==> src/rtl/vend_dispense_ctrl.sv <==
`default_nettype none
// ============================================================================
//  Module   : vend_dispense_ctrl
//  Purpose  : Executes one vend transaction at a time: runs the product motor,
//             pays change as sensor-confirmed 5 Taka coins, flags hopper jams.
//  Revision : 1.0 - initial release
// ============================================================================
module vend_dispense_ctrl #(
  parameter int MOTOR_CYCLES  = 8,
  parameter int EJECT_TIMEOUT = 16,
  parameter int CNT_W         = 8
) (
  input  logic             clock,
  input  logic             reset,
  input  logic             txn_valid,
  input  logic             txn_purchase,
  input  logic [1:0]       txn_change,
  output logic             txn_ready,
  input  logic             coin_sensed,
  input  logic             fault_clear,
  output logic             motor_on,
  output logic             coin_eject,
  output logic             done,
  output logic             fault,
  output logic [1:0]       coins_owed,
  output logic [CNT_W-1:0] coins_paid
);

  // One timer serves both the motor run and the coin-sense timeout.
  localparam int TMR_MAX = (MOTOR_CYCLES > EJECT_TIMEOUT) ? MOTOR_CYCLES : EJECT_TIMEOUT;
  localparam int TMR_W   = $clog2(TMR_MAX + 1);
  localparam logic [TMR_W-1:0] c_motor_last   = TMR_W'(MOTOR_CYCLES - 1);
  localparam logic [TMR_W-1:0] c_timeout_last = TMR_W'(EJECT_TIMEOUT - 1);

  typedef enum logic [2:0] {
    S_IDLE      = 3'd0,
    S_VEND      = 3'd1,
    S_EJECT     = 3'd2,
    S_WAIT_COIN = 3'd3,
    S_FAULT     = 3'd4
  } state_t;

  state_t           r_state;
  logic [TMR_W-1:0] r_timer;
  logic [1:0]       r_coins_left;
  logic             r_motor_on;
  logic             r_coin_eject;
  logic             r_done;
  logic             r_fault;
  logic [1:0]       r_coins_owed;
  logic [CNT_W-1:0] r_coins_paid;

  always_ff @(posedge clock) begin
    if (reset) begin
      r_state      <= S_IDLE;
      r_timer      <= '0;
      r_coins_left <= '0;
      r_motor_on   <= 1'b0;
      r_coin_eject <= 1'b0;
      r_done       <= 1'b0;
      r_fault      <= 1'b0;
      r_coins_owed <= '0;
      r_coins_paid <= '0;
    end else begin
      r_done       <= 1'b0;
      r_coin_eject <= 1'b0;
      case (r_state)
        S_IDLE: begin
          if (txn_valid) begin
            r_coins_left <= txn_change;
            r_timer      <= '0;
            if (txn_purchase) begin
              r_state    <= S_VEND;
              r_motor_on <= 1'b1;
            end else if (txn_change != 2'd0) begin
              r_state      <= S_EJECT;
              r_coin_eject <= 1'b1;
            end else begin
              r_done <= 1'b1;
            end
          end
        end
        S_VEND: begin
          if (r_timer == c_motor_last) begin
            r_motor_on <= 1'b0;
            r_timer    <= '0;
            if (r_coins_left != 2'd0) begin
              r_state      <= S_EJECT;
              r_coin_eject <= 1'b1;
            end else begin
              r_state <= S_IDLE;
              r_done  <= 1'b1;
            end
          end else begin
            r_timer <= r_timer + TMR_W'(1);
          end
        end
        S_EJECT: begin
          r_state <= S_WAIT_COIN;
          r_timer <= '0;
        end
        S_WAIT_COIN: begin
          // A sense in the last allowed cycle still counts as a paid coin.
          if (coin_sensed) begin
            r_coins_paid <= r_coins_paid + CNT_W'(1);
            r_coins_left <= r_coins_left - 2'd1;
            if (r_coins_left == 2'd1) begin
              r_state <= S_IDLE;
              r_done  <= 1'b1;
            end else begin
              r_state      <= S_EJECT;
              r_coin_eject <= 1'b1;
            end
          end else if (r_timer == c_timeout_last) begin
            r_state      <= S_FAULT;
            r_fault      <= 1'b1;
            r_coins_owed <= r_coins_left;
          end else begin
            r_timer <= r_timer + TMR_W'(1);
          end
        end
        S_FAULT: begin
          if (fault_clear) begin
            r_state      <= S_IDLE;
            r_fault      <= 1'b0;
            r_coins_owed <= '0;
          end
        end
        default: begin
          r_state <= S_IDLE;
        end
      endcase
    end
  end

  assign txn_ready  = (r_state == S_IDLE);
  assign motor_on   = r_motor_on;
  assign coin_eject = r_coin_eject;
  assign done       = r_done;
  assign fault      = r_fault;
  assign coins_owed = r_coins_owed;
  assign coins_paid = r_coins_paid;

endmodule
`default_nettype wire

==> config.mk <==
export PLATFORM = sky130hd
export DESIGN_NAME = vend_dispense_ctrl
export DESIGN_NICKNAME = d
export VERILOG_FILES = /design/src/rtl/vend_dispense_ctrl.sv
export SDC_FILE = /design/constraint.sdc
export NUM_CORES = 1
export LEC_CHECK = 0
export CAP_MARGIN = 20
export CORE_ASPECT_RATIO = 0.6
export CORE_UTILIZATION = 55
export CTS_CLUSTER_DIAMETER = 30
export DETAILED_ROUTE_END_ITERATION = 6
export GPL_ROUTABILITY_DRIVEN = 0
export PLACE_DENSITY_LB_ADDON = 0.1
export SLEW_MARGIN = 20
export SYNTH_ARGS = -nofsm -noshare
export SYNTH_HDL_FRONTEND = slang
export SYNTH_SLANG_ARGS = --single-unit
==> constraint.sdc <==
create_clock -name clock -period 2.8 [get_ports clock]
set_input_delay 0.56 -clock clock [delete_from_list [all_inputs] [get_ports clock]]
set_output_delay 0.56 -clock clock [all_outputs]
set_load 0.01 [all_outputs]
==> metrics.yaml, run 1 <==
outcome: "completed"
final_nets: 182
netlist_area_um2: 1300
detail_route.vias_per_cell: 5.89
synthCells: 146
ir_drop_v: 0.000306
crit_path_max_fanout: 18
htree_num_levels: 1
cts_inserted_buffers: 3
switchingPower_w: 0.000178
clock_sinks: 24
clock.fmax_ghz: 0.405
setup-tns-final_ns: 0
cts-root-buf: "clkbuf_8"
clk_path_buf_depth: 2
syn2layout_area_growth_pct: 21.7
post-dp-hpwl_um: 2200
multi_input_area_um2: 748
finalWorstSetupSlack_ns: 0.329
synth_top_area_share_pct: 36.9
worstSetupStartpointType: "register"
cts_hold_buf: 0
drv_cap: 0
fin_crit_ns: 2.47
drc: 0
worstMarginPinSlew_ns: 0.693
holdCritPathClass: "register to register"
antennaDiodeCount: 0
yosys-top-cells-count: "dfxtp_1, nor2_1, inv_1, nand2_1"
path_clk_slew_ns: 0.08
post-place-ws_ns: 0.636
clkLatencyLatePin_ns: 0.26
synth_edf_count: 0
async_flop_share_pct: 0
grt_pass1_vias: 943
fin_skew_ns: 0.00579
slew_viol_final: 0
yosysUniqueCellTypes: 47
core_um2: 2200
ys_top_cells_by_area: "dfxtp_1, nor2_1, ha_1, inv_1, nand2_1"
die_x_um: 64.8
antenna_found_initial: 0
synth_ff_type: "dfxtp_1"
fp.dieH_um: 39.7
netSwitchingFraction_pct: 26.1
seqPwrFrac_pct: 53.7
period_share_pct: 88.2
required_ns: 2.24
finish.utilization_pct: 72.1
arrival_ns: 1.91
hold_viol: 0
avgSynthCellArea_um2: 8.91
power_w: 0.000683
cts.repair.resized: 0
powerDensity_nw_per_um2: 431
synth_nets: 159
design.die.area_um2: 2570
synth_most_common_cell: "dfxtp_1"
p_leak_nw: 0.601
nFillCells: 176
antenna_left: 0
wl_per_cell_um: 14.8
seq_area_um2: 480
track_usage_pct: 25.4
post_cts_buffers: 0
slew_headroom_pct: 53.7
rows: 13
start_util_pct: 59.3
grt_overflow_total: 0
grt_max_degree: 19
pin_count: 23
cts_tree: "built"
ys_seq_elements: 24
yosysTopAreaCell: "dfxtp_1"
rsz0062_at_grt: "false"
crit_path_end_kind: "primary output"
setup_violations: 0
seq_area_frac_synth_pct: 36.9
routed_wl_um: 2910
ys.warnings.count: 0
grt_first_pass_wirelength_um: 4610
drive_gt1_share_pct: 10.8
drt_iter0_markers: 104
power_frac_clock_pct: 28.9
vias: 1160
portBuffers: 22
internal-power_w: 0.000505
drt_first_pass_iters: 4
criticalPathCategory: "register to primary output"
comb_power_share_pct: 17.4
[power groups by stage]
stage	registers, W	clock network, W	logic (W)
after floorplan	0.000370	0	0.0000784
after global placement	0.000373	0	0.000114
after detailed placement	0.000374	0	0.000117
after CTS	0.000366	0.000203	0.000117
after global routing	0.000368	0.000217	0.000130
final	0.000367	0.000198	0.000119
[state kept, by name (all words and copies together) (netlist names)]
| signal | flops |
|---|---|
| r_state | 3 |
| fault | 1 |
| coins_paid | 8 |
| done | 1 |
| coin_eject | 1 |
| coins_owed | 2 |
| motor_on | 1 |
| r_timer | 5 |
| r_coins_left | 2 |
[placed cells by master (no fill, tap or decap), types with 2 or more instances in the layout]
cell	netlist	final
a21oi_1	6	6
a21oi_2	3	3
a22o_1	2	2
a22oi_1	3	3
and3_1	2	2
buf_4	0	3
clkbuf_8	0	3
clkdlybuf4s50_1	0	22
dfxtp_1	24	24
ha_1	5	5
inv_1	9	9
nand2_1	9	9
nand2b_1	3	3
nand3_1	5	5
nand3b_1	2	2
nand4_1	3	3
nor2_1	18	18
nor3_1	5	5
o211ai_1	2	2
o21a_1	2	2
o21ai_0	6	6
xnor2_1	3	3
xor2_1	3	3
[path summary, 6_finish.rpt]
check,start,to,slack (ns),cells after the start
worst max-delay path,r_state[1],txn_ready,0.33,3
worst min-delay path,motor_on,motor_on,0.49,2
worst max register to register,r_timer[0],r_timer[3],0.84,7
worst min register to register,motor_on,motor_on,0.49,2
[critical path, cell delays in order, from the launching register on]
cell and delay (ns):
dfxtp_1 0.54, or3_4 0.52, inv_1 0.06, clkdlybuf4s50_1 0.52
[cells by family after synthesis]
family | count (synthesis) | share of synthesized area [%]
AOI/OAI and AO/OA | 33 | 19.8
and+or+nand+nor | 60 | 27.2
xor gates and xnor gates | 6 | 4.04
buffers and inverters | 16 | 5.58
adders and majority gates | 5 | 4.81
DFF | 24 | 36.9
muxes | 2 | 1.63
[layout make-up]
class	instances	share of cell area, %
inverters	9	2.13
clock buffers	3	2.61
well taps	30	2.37
flip-flops and latches	24	30.3
multi-input cells	106	47.2
repair buffers	25	15.3
[metal layers]
metal  vias up  part of all wire [%]  GRT usage, %  wire length (um)
met1       534                    51          36.8              1470
met5         -                     0             0                 0
met3         5                   9.5          7.27               276
met2        54                    39          34.9              1130
li1        567                     -             -                 -
met4         0                   1.1          8.33                32
[through the flow]
stage	cells	cell area, um2	hold WS [ns]
final	197	1580	0.492
after CTS	197	1580	0.496
after detailed placement	194	1540	0.483
after floorplan	146	1300	0.469
after global placement	194	1540	0.479
after global routing	197	1580	0.555
(Power assumes the default switching activity.)
==> inputs of run 2 (changes only) <==
--- a/config.mk
+++ b/config.mk
@@ -12,6 +12,7 @@
 export DETAILED_ROUTE_END_ITERATION = 6
 export GPL_ROUTABILITY_DRIVEN = 0
 export PLACE_DENSITY_LB_ADDON = 0.1
+export SKIP_LAST_GASP = 1
 export SLEW_MARGIN = 20
 export SYNTH_ARGS = -nofsm -noshare
 export SYNTH_HDL_FRONTEND = slang
==> results of run 2 <==
The final DEF is identical to that of run 1; final timing and power are the same.
==> inputs of run 3 (changes only) <==
--- a/config.mk
+++ b/config.mk
@@ -9,6 +9,7 @@
 export CORE_ASPECT_RATIO = 0.6
 export CORE_UTILIZATION = 55
 export CTS_CLUSTER_DIAMETER = 30
+export CTS_CLUSTER_SIZE = 28
 export DETAILED_ROUTE_END_ITERATION = 6
 export GPL_ROUTABILITY_DRIVEN = 0
 export PLACE_DENSITY_LB_ADDON = 0.1
==> results of run 3 <==
The final DEF is identical to that of run 1; final timing and power are the same.
